## config.mk

```make
export PLATFORM = sky130hd
export DESIGN_NAME = ym_bus_ctrl
export DESIGN_NICKNAME = d
export VERILOG_FILES = /design/src/rtl/ym_bus_ctrl.sv
export SDC_FILE = /design/constraint.sdc
export NUM_CORES = 1
export LEC_CHECK = 0
export CELL_PAD_IN_SITES_DETAIL_PLACEMENT = 1
export CELL_PAD_IN_SITES_GLOBAL_PLACEMENT = 2
export CORE_MARGIN = 8
export CORE_UTILIZATION = 25
export DETAILED_ROUTE_END_ITERATION = 12
export PLACE_DENSITY_LB_ADDON = 0.15
export SETUP_SLACK_MARGIN = 0.2
export SLEW_MARGIN = 20
export SYNTH_ARGS = -nofsm -noshare
export SYNTH_HDL_FRONTEND = slang
export SYNTH_SLANG_ARGS = --single-unit
export TNS_END_PERCENT = 20
```

## constraint.sdc

```tcl
create_clock -name CLK -period 1.57 [get_ports CLK]
set_input_delay 0.2355 -clock CLK [delete_from_list [all_inputs] [get_ports CLK]]
set_output_delay 0.2355 -clock CLK [all_outputs]
set_load 0.03 [all_outputs]
```

## src/rtl/ym_bus_ctrl.sv

```systemverilog
// rtl/ym_bus_ctrl.sv - PSG bus sequencer arbitrating CPU and replay-engine register accesses.
// Every bus/handshake output is a flop decoded from the next state, so pins change only on CLK.
module ym_bus_ctrl #(
   parameter int GAP_CYCLES = 1
) (
   input  logic       CLK,
   input  logic       RESET_N,
   input  logic       CPU_REQ,
   input  logic       CPU_WE,
   input  logic [3:0] CPU_ADDR,
   input  logic [7:0] CPU_WDATA,
   output logic [7:0] CPU_RDATA,
   output logic       CPU_ACK,
   input  logic       RP_REQ,
   input  logic [3:0] RP_ADDR,
   input  logic [7:0] RP_WDATA,
   output logic       RP_ACK,
   output logic       BDIR,
   output logic       BC,
   output logic [7:0] DI,
   input  logic [7:0] DO,
   output logic       BUSY
);

   typedef enum logic [2:0] {
      S_IDLE = 3'd0,
      S_ADDR = 3'd1,
      S_DATA = 3'd2,
      S_READ = 3'd3,
      S_GAP  = 3'd4
   } state_t;

   localparam logic [1:0] GAP_LAST = 2'(GAP_CYCLES - 1);

   state_t     state_q, state_d;
   logic [1:0] gap_cnt_q, gap_cnt_d;
   logic       last_rp_q, last_rp_d;
   logic       gnt_rp_q, gnt_rp_d;
   logic       we_q, we_d;
   logic [3:0] addr_q, addr_d;
   logic [7:0] wdata_q, wdata_d;
   logic       bdir_q, bdir_d;
   logic       bc_q, bc_d;
   logic [7:0] di_q, di_d;
   logic       cpu_ack_q, cpu_ack_d;
   logic       rp_ack_q, rp_ack_d;
   logic       busy_q, busy_d;
   logic [7:0] cpu_rdata_q, cpu_rdata_d;
   logic       pick_cpu;

   always_comb begin
      state_d     = state_q;
      gap_cnt_d   = gap_cnt_q;
      last_rp_d   = last_rp_q;
      gnt_rp_d    = gnt_rp_q;
      we_d        = we_q;
      addr_d      = addr_q;
      wdata_d     = wdata_q;
      cpu_rdata_d = cpu_rdata_q;
      pick_cpu    = 1'b0;

      case (state_q)
         S_IDLE: begin
            if (CPU_REQ || RP_REQ) begin
               // Round-robin: on a tie the side not served last wins.
               pick_cpu  = CPU_REQ && (!RP_REQ || last_rp_q);
               gnt_rp_d  = !pick_cpu;
               last_rp_d = !pick_cpu;
               we_d      = pick_cpu ? CPU_WE    : 1'b1;
               addr_d    = pick_cpu ? CPU_ADDR  : RP_ADDR;
               wdata_d   = pick_cpu ? CPU_WDATA : RP_WDATA;
               state_d   = S_ADDR;
            end
         end
         S_ADDR: begin
            state_d = we_q ? S_DATA : S_READ;
         end
         S_DATA: begin
            gap_cnt_d = 2'd0;
            state_d   = S_GAP;
         end
         S_READ: begin
            cpu_rdata_d = DO;
            gap_cnt_d   = 2'd0;
            state_d     = S_GAP;
         end
         S_GAP: begin
            if (gap_cnt_q >= GAP_LAST) begin
               state_d = S_IDLE;
            end else begin
               gap_cnt_d = gap_cnt_q + 2'd1;
            end
         end
         default: begin
            state_d = S_IDLE;
         end
      endcase
   end

   always_comb begin
      bdir_d    = 1'b0;
      bc_d      = 1'b0;
      di_d      = 8'h00;
      busy_d    = (state_d != S_IDLE);
      cpu_ack_d = 1'b0;
      rp_ack_d  = 1'b0;

      case (state_d)
         S_ADDR: begin
            bdir_d = 1'b1;
            bc_d   = 1'b1;
            di_d   = {4'h0, addr_d};
         end
         S_DATA: begin
            bdir_d = 1'b1;
            di_d   = wdata_d;
         end
         S_READ: begin
            bc_d = 1'b1;
         end
         default: begin
            bdir_d = 1'b0;
         end
      endcase

      // Acknowledge only on entry into GAP, never on later GAP cycles.
      if ((state_d == S_GAP) && (state_q != S_GAP)) begin
         cpu_ack_d = !gnt_rp_q;
         rp_ack_d  = gnt_rp_q;
      end
   end

   always_ff @(posedge CLK or negedge RESET_N) begin
      if (!RESET_N) begin
         state_q     <= S_IDLE;
         gap_cnt_q   <= 2'd0;
         last_rp_q   <= 1'b1;
         gnt_rp_q    <= 1'b0;
         we_q        <= 1'b0;
         addr_q      <= 4'h0;
         wdata_q     <= 8'h00;
         bdir_q      <= 1'b0;
         bc_q        <= 1'b0;
         di_q        <= 8'h00;
         cpu_ack_q   <= 1'b0;
         rp_ack_q    <= 1'b0;
         busy_q      <= 1'b0;
         cpu_rdata_q <= 8'h00;
      end else begin
         state_q     <= state_d;
         gap_cnt_q   <= gap_cnt_d;
         last_rp_q   <= last_rp_d;
         gnt_rp_q    <= gnt_rp_d;
         we_q        <= we_d;
         addr_q      <= addr_d;
         wdata_q     <= wdata_d;
         bdir_q      <= bdir_d;
         bc_q        <= bc_d;
         di_q        <= di_d;
         cpu_ack_q   <= cpu_ack_d;
         rp_ack_q    <= rp_ack_d;
         busy_q      <= busy_d;
         cpu_rdata_q <= cpu_rdata_d;
      end
   end

   assign BDIR      = bdir_q;
   assign BC        = bc_q;
   assign DI        = di_q;
   assign CPU_ACK   = cpu_ack_q;
   assign RP_ACK    = rp_ack_q;
   assign BUSY      = busy_q;
   assign CPU_RDATA = cpu_rdata_q;

endmodule

```

Word-level counts from Yosys, hierarchy flattened
Cells that the tools add are included.

word-level totals
  logic and storage cells = 59
  output and inout bits = 21
  bits of input ports = 37
  register bits after elaboration = 41

cells by class
  add/sub/neg operators = 1
  muxes and demuxes = 18
  eq/ne operators = 10
  reductions and logical operators = 15
  $lt $le $gt $ge = 1

operator list
  cell                 count
  $mux 8               3
  $pmux 8 s2           1
  $eq 3x2->1 const B   4
  $mux 4               3
  $pmux 3 s4           1
  $eq 3x1->1 const B   2
  $eq 3x3->1 const B   2
  $mux 1               6
  $mux 3               2
  $reduce_or 2->1      3
  $pmux 2 s2           1
  $reduce_and 2->1     2
  $logic_not 1->1      3
  $logic_not 3->1      1
  $ne 3x3->1 const B   1
  $reduce_bool 3->1    1
  $add 2x1->2 const B  1
  $ge 2x1->1 const B   1
  $logic_and 1x1->1    2
  $logic_or 1x1->1     2
  $mux 2               1
  $ne 2x2->1 const B   1
  $reduce_bool 2->1    1

Depth between registers and ports, before layout
Gate-level depths: netlist of the first run.

  depth in word-level cells = 7
  mapped depth = 6
  depth with buffers taken out = 4

Worst setup path before layout of the first run
No wires, ideal clock.

  kind = register -> register
  start = register state_q[0]
  end = register wdata_q[2]
  slack = 0.152 ns
  buffers on the path = 2
  period minus slack after synthesis = 1.418 ns
  cell stages (with the launch flop) = 6
  library setup time = 0.121 ns
  arrival time = 1.298 ns
  data required time = 1.449 ns
  cells stage by stage = dfrtp_1 or4_1 buf_2 buf_2 nand2_1 o21ai_1

on the way
  word-level cells in the longest chain between the ends = 2

RTL lines
  item                      RTL line  text
  start: declaration        35        state_t state_q, state_d;
  start signal: assignment  150       state_q <= state_d;
  $logic_not 3->1           62        case (state_q)
  $mux 8                    62
  via wdata_d[2]            41        logic [7:0] wdata_q, wdata_d;
  end signal: assignment    156       wdata_q <= wdata_d;
  end: declaration          41

The timed path passes the listed nets, and every way through them passes these cells.
A chain may end at the register's enable or synchronous reset.

Final worst setup path of the first run
  start = register bc_q (netlist: BC)
  end = output BC

RTL lines
  item                      RTL line  text
  start: declaration        43        logic bc_q, bc_d;
  start signal: assignment  143       bc_q <= 1'b0;
  start signal: assignment  158       bc_q <= bc_d;
  end: declaration          19        output logic BC,

No word-level cell between the ends.

==> flow_summary.json, run 1 <==
{
  "yosysUniqueCellTypes": 20,
  "grt_max_degree": 36,
  "grt_pass1_wl_um": 6030,
  "rows": 27,
  "clk_latency_ps": 280,
  "syn_to_final_growth_pct": 60.0,
  "crit_slowest_cell": "clkdlybuf4s50_1",
  "wl_um": 3610,
  "drv_slew": 0,
  "period_share_pct": 96.7,
  "path_delay_family": "buffers and inverters",
  "nets": 218,
  "hpwl_um": 2720,
  "worstPathArrival_ps": 1280,
  "detail_route.iter0.violations": 38,
  "grt_util_all_layers_pct": 9.18,
  "leakage_nw": 1.10,
  "period_minus_slack_ps": 1520,
  "synth_ff_type": "dfrtp_1",
  "yosysSeqAreaShare_pct": 63.4,
  "cts_tree": "yes",
  "start_util_pct": 25.4,
  "cts_buffers": 5,
  "antenna_found_initial": 0,
  "wire_per_inst_um": 14.2,
  "end_kind": "primary output",
  "setup_violations": 0,
  "clock-sinks": 35,
  "first_pass_iters": 2,
  "synth_area_per_cell_um2": 12.0,
  "timing.fmax_ghz": 0.659,
  "critPathBufInv": 1,
  "synth_commonest_cells": "dfrtp_1, nand2_1, mux2i_1",
  "yosys-top-cells-area": "dfrtp_1, mux2i_1, mux2_2",
  "worstMarginPinSlew_ps": 570,
  "clockRootBuffer": "clkbuf_8",
  "rsz0062_at_grt": "true",
  "yosysWarnings": 0,
  "finalNonFillerCells": 254,
  "drc": 0,
  "dp_slack_ps": -281,
  "mappedNetlistArea_um2": 1380,
  "synth_top_cell_by_area": "dfrtp_1",
  "ant_nets": 0,
  "gp_congestion": 0.727,
  "outcome": "finished clean",
  "placedCellCount": 243,
  "synth_nets": 152,
  "synth-edff-count": 0,
  "port_buffers": 57,
  "crit_path_start_kind": "flip-flop",
  "drive_gt1_share_pct": 15.9,
  "slowest_delay_ps": 680,
  "grt_pass1_vias": 1222,
  "die_h_um": 90.4,
  "hold_class": "flip-flop to flip-flop",
  "synth.top_cell.area_share_pct": 61.5,
  "synthCells": 115,
  "async_reset_ff_share_pct": 100,
  "dieArea_um2": 8170,
  "grt-ovfl-total": 0,
  "via_per_inst": 4.20,
  "maxCapViolations": 0,
  "setup_ws_ps": 52.5,
  "cts.htree.levels": 2,
  "worstPathCellList": "clkdlybuf4s50_1",
  "via_count": 1067,
  "cts.reportedPaths.clkPinSlew_ps": 70,
  "synth_most_common_cell": "dfrtp_1",
  "powerDensity_nw_per_um2": 1830,
  "cp_data_required_time_ps": 1330,
  "diodes": 0,
  "timing.slew.headroom_pct": 61.7,
  "fin_skew_ps": 7.25,
  "worst-setup-path-type": "flip-flop to primary output",
  "die_w_um": 90.4,
  "vdd_drop_max_uv": 534,
  "cts.path.max_buffers": 2,
  "ys_seq_elements": 35,
  "core-area_um2": 5440,
  "crit_fanout": 1,
  "ios": 58,
  "finalHoldViolCount": 0
}
[what timing repair did]
action	4_1_cts	5_1_grt
buffers inserted	1	0
endpoints found under the setup margin	47	38
gates resized for setup	15	7
cloned	1	0
endpoints found under the hold margin	10	0
pin swaps	2	0
hold buffers	1	0
[metal layers]
metal  wire length, um  part of all wire (%)  global-route usage, %  vias up
li1                  -                     -                      -      511
met1              1460                    40                   9.32      506
met2              1840                    51                   15.8       45
met3               291                   8.1                   4.99        5
met4                24                  0.67                   2.91        0
met5                 0                     0                      0        -
[power by group]
part	internal (mW)	switching, mW
logic	0.881	1.01
clock network	0.354	0.304
registers	1.31	0.191
[cell type report]
class	count	area, um2
fillers	607	3230
flip-flops and latches	35	877
repair buffers	65	679
multi-input cells	71	463
well taps	72	90.1
clock buffers	7	86.3
inverters	3	11.3
clock inverters	1	5.00
[worst paths after layout]
check	from	endpoint	slack, ps	cells past startpoint
worst min register to register	gnt_rp_q	CPU_ACK	440	1
max in group asynchronous	RESET_N	last_rp_q	720	3
worst min-delay path	gnt_rp_q	CPU_ACK	440	1
worst max-delay path	BC	BC	50	1
min in group asynchronous	RESET_N	RP_ACK	510	3
worst max register to register	state_q[2]	wdata_q[2]	80	3
[metrics by stage]
stage / area (um2) / total power, mW / util, % / hold WS [ps] / setup TNS, ps
finish: 2210 / 4.05 / 40.7 / 445 / 0
global route: 2210 / 4.33 / 40.7 / 476 / 0
CTS: 2190 / 4.15 / 40.3 / 450 / 0
detailed placement: 2050 / 3.34 / 37.6 / 304 / -3690
global placement: 2050 / 3.29 / 37.6 / 292 / -3300
floorplan: 1400 / 2.64 / - / -60.1 / 0
[registers in the layout, indices dropped and copies added, names as in the netlist]
| name | cells |
|---|---|
| BDIR | 1 |
| CPU_ACK | 1 |
| we_q | 1 |
| DI | 8 |
| last_rp_q | 1 |
| wdata_q | 8 |
| gnt_rp_q | 1 |
| state_q | 3 |
| BC | 1 |
| BUSY | 1 |
| RP_ACK | 1 |
| CPU_RDATA | 8 |
[logic make-up (layout without fill, tap and decap cells)]
group / after synthesis / count (layout) / synth area share, %
buffers and inverters: 9 / 76 / 3.80
AND/OR/NAND/NOR: 35 / 35 / 11.5
AO/OA/AOI/OAI: 16 / 16 / 6.06
flip-flops: 35 / 35 / 63.4
multiplexers: 20 / 20 / 15.2
[layout by cell type (no fill, tap or decap), types with 2 or more instances in the layout]
| cell | synthesis | routed |
|---|---|---|
| o21ai_0 | 4 | 3 |
| mux2i_1 | 12 | 12 |
| inv_1 | 3 | 3 |
| buf_4 | 0 | 4 |
| dlygate4sd2_1 | 0 | 9 |
| dfrtp_1 | 34 | 34 |
| o21ai_2 | 1 | 2 |
| nand2_1 | 16 | 15 |
| clkbuf_8 | 0 | 6 |
| clkdlybuf4s50_1 | 0 | 40 |
| mux2_2 | 8 | 8 |
| and2_1 | 5 | 5 |
| o21ai_1 | 11 | 11 |
| dlymetal6s2s_1 | 0 | 7 |
| nor2_1 | 8 | 8 |
(Power assumes the default switching activity.)
==> inputs of run 2 (changes only) <==
--- a/config.mk
+++ b/config.mk
@@ -5,7 +5,7 @@
 export SDC_FILE = /design/constraint.sdc
 export NUM_CORES = 1
 export LEC_CHECK = 0
-export CELL_PAD_IN_SITES_DETAIL_PLACEMENT = 1
+export CELL_PAD_IN_SITES_DETAIL_PLACEMENT = 0
 export CELL_PAD_IN_SITES_GLOBAL_PLACEMENT = 2
 export CORE_MARGIN = 8
 export CORE_UTILIZATION = 25
==> run 2 against run 1 <==
Net effect: clock-buffer cell count did not move; first-iteration DRC count fell by 13%; final cell count fell by 0.39%; fmax barely moved; power barely moved; setup slack got worse by 0.86 ps; highest routed layer unchanged.
==> flow_summary.json, run 2 (synthesized netlist as in run 1, its figures left out) <==
{
  "final_cell_mix": "clkdlybuf4s50_1, dfrtp_1, nand2_1, mux2i_1",
  "mostFrequentLayoutCell": "clkdlybuf4s50_1",
  "first_pass_iters": 4,
  "maxCapViolations": 0,
  "leakage_nw": 1.07,
  "cts.htree.levels": 2,
  "grt_pass1_vias": 1152,
  "ios": 58,
  "clk_latency_ps": 280,
  "dieArea_um2": 8170,
  "powerDensity_nw_per_um2": 1830,
  "grt_pass1_wl_um": 5380,
  "crit_path_start_kind": "flip-flop",
  "fin_hold_ws_ps": 450,
  "critPathBufInv": 1,
  "timing.slew.headroom_pct": 63.3,
  "grt_util_all_layers_pct": 8.20,
  "path_delay_family": "buffers and inverters",
  "worstPathArrival_ps": 1280,
  "drive_gt1_share_pct": 17.1,
  "via_per_inst": 4.16,
  "finalHoldViolCount": 0,
  "post_cts.repair.setup_buffers": 0,
  "finalSetupTns_ps": 0,
  "antenna_found_initial": 0,
  "worst-setup-path-type": "flip-flop to primary output",
  "vdd_drop_max_uv": 735,
  "hpwl_um": 2490,
  "core-area_um2": 5440,
  "rsz0062_at_grt": "true",
  "crit_slowest_cell": "clkdlybuf4s50_1",
  "setup_violations": 0,
  "wl_met2_um": 1640,
  "maxUsedRoutingLayer": "met4",
  "cp_data_required_time_ps": 1330,
  "timing.fmax_ghz": 0.659,
  "cts.path.max_buffers": 2,
  "gp_congestion": 0.727,
  "dr_wl_met3_um": 243,
  "via_count": 1053,
  "finalNonFillerCells": 253,
  "crit_fanout": 2,
  "start_util_pct": 25.4,
  "cts_buffers": 5,
  "diodes": 0,
  "grt-ovfl-total": 0,
  "wire_per_inst_um": 13.4,
  "placedCellCount": 243,
  "rows": 27,
  "cts.reportedPaths.clkPinSlew_ps": 70,
  "fin_skew_ps": 4.92,
  "slowest_delay_ps": 670,
  "worstPathCellList": "clkdlybuf4s50_1",
  "hold_class": "flip-flop to flip-flop",
  "wl_um": 3390,
  "syn_to_final_growth_pct": 60.2,
  "nets": 217,
  "die_w_um": 90.4,
  "clock-sinks": 35,
  "port_buffers": 57,
  "period_share_pct": 96.7,
  "worstMarginPinSlew_ps": 545,
  "end_kind": "primary output",
  "grt_max_degree": 36,
  "detail_route.iter0.violations": 33,
  "outcome": "finished clean",
  "ant_nets": 0,
  "power_mw": 4.05,
  "drc": 0,
  "die_h_um": 90.4,
  "cts_tree": "yes",
  "wl_met1_um": 1490,
  "drv_slew": 0,
  "clockRootBuffer": "clkbuf_8",
  "period_minus_slack_ps": 1520
}
[run 2: area by class of cell]
class / count / area, um2
fill: 533 / 3220
sequential: 35 / 877
timing repair buffer: 64 / 662
multi-input combinational: 71 / 483
tap: 72 / 90.1
clock buffer: 7 / 86.3
inverter: 3 / 11.3
clock inverter: 1 / 5.00
[run 2: worst paths after layout]
| path | slack (ps) | start | depth (start not counted) | to |
|---|---|---|---|---|
| max | 50 | CPU_RDATA[7] | 1 | CPU_RDATA[7] |
| min | 450 | gnt_rp_q | 1 | CPU_ACK |
| max reg2reg | 120 | state_q[2] | 4 | wdata_q[6] |
| min reg2reg | 450 | gnt_rp_q | 1 | CPU_ACK |
| max in group asynchronous | 710 | RESET_N | 3 | last_rp_q |
| min in group asynchronous | 510 | RESET_N | 3 | RP_ACK |
[run 2: worst reg2reg max path, delay by kind of cell (launching register included)]
| family | cells | cell delay, ps |
|---|---|---|
| AO/OA/AOI/OAI | 1 | 60 |
| AND/OR/NAND/NOR | 2 | 670 |
| buffers and inverters | 1 | 190 |
| flip-flops | 1 | 410 |
[run 2: power by group]
part / switching [mW] / internal [mW] / total [mW] / leakage, nW
sequential: 0.203 / 1.31 / 1.51 / 0.434
clock: 0.297 / 0.353 / 0.650 / 0.0482
combinational: 1.03 / 0.858 / 1.89 / 0.586
total: 1.53 / 2.52 / 4.05 / 1.07
[run 2: layer usage]
layer  global-route usage, %  vias up
li1                        -      512
met1                    8.67      496
met2                    13.6       43
met3                    4.82        2
met4                    2.08        0
met5                       0        -
[run 2: what timing repair did]
item,CTS,global route
setup endpoints to repair,47,39
pin swaps,0,6
gates cloned,0,1
gates resized for setup,9,16
hold buffers,1,0
endpoints found under the hold margin,10,0
[run 2: per-stage QoR]
stage,util (%),setup WS (ps),cell area [um2]
floorplan,-,200,1400
finish,40.7,51.7,2210
global route,40.7,8.25,2210
CTS,39.3,34.0,2140
global placement,37.6,-230,2050
detailed placement,37.6,-246,2050
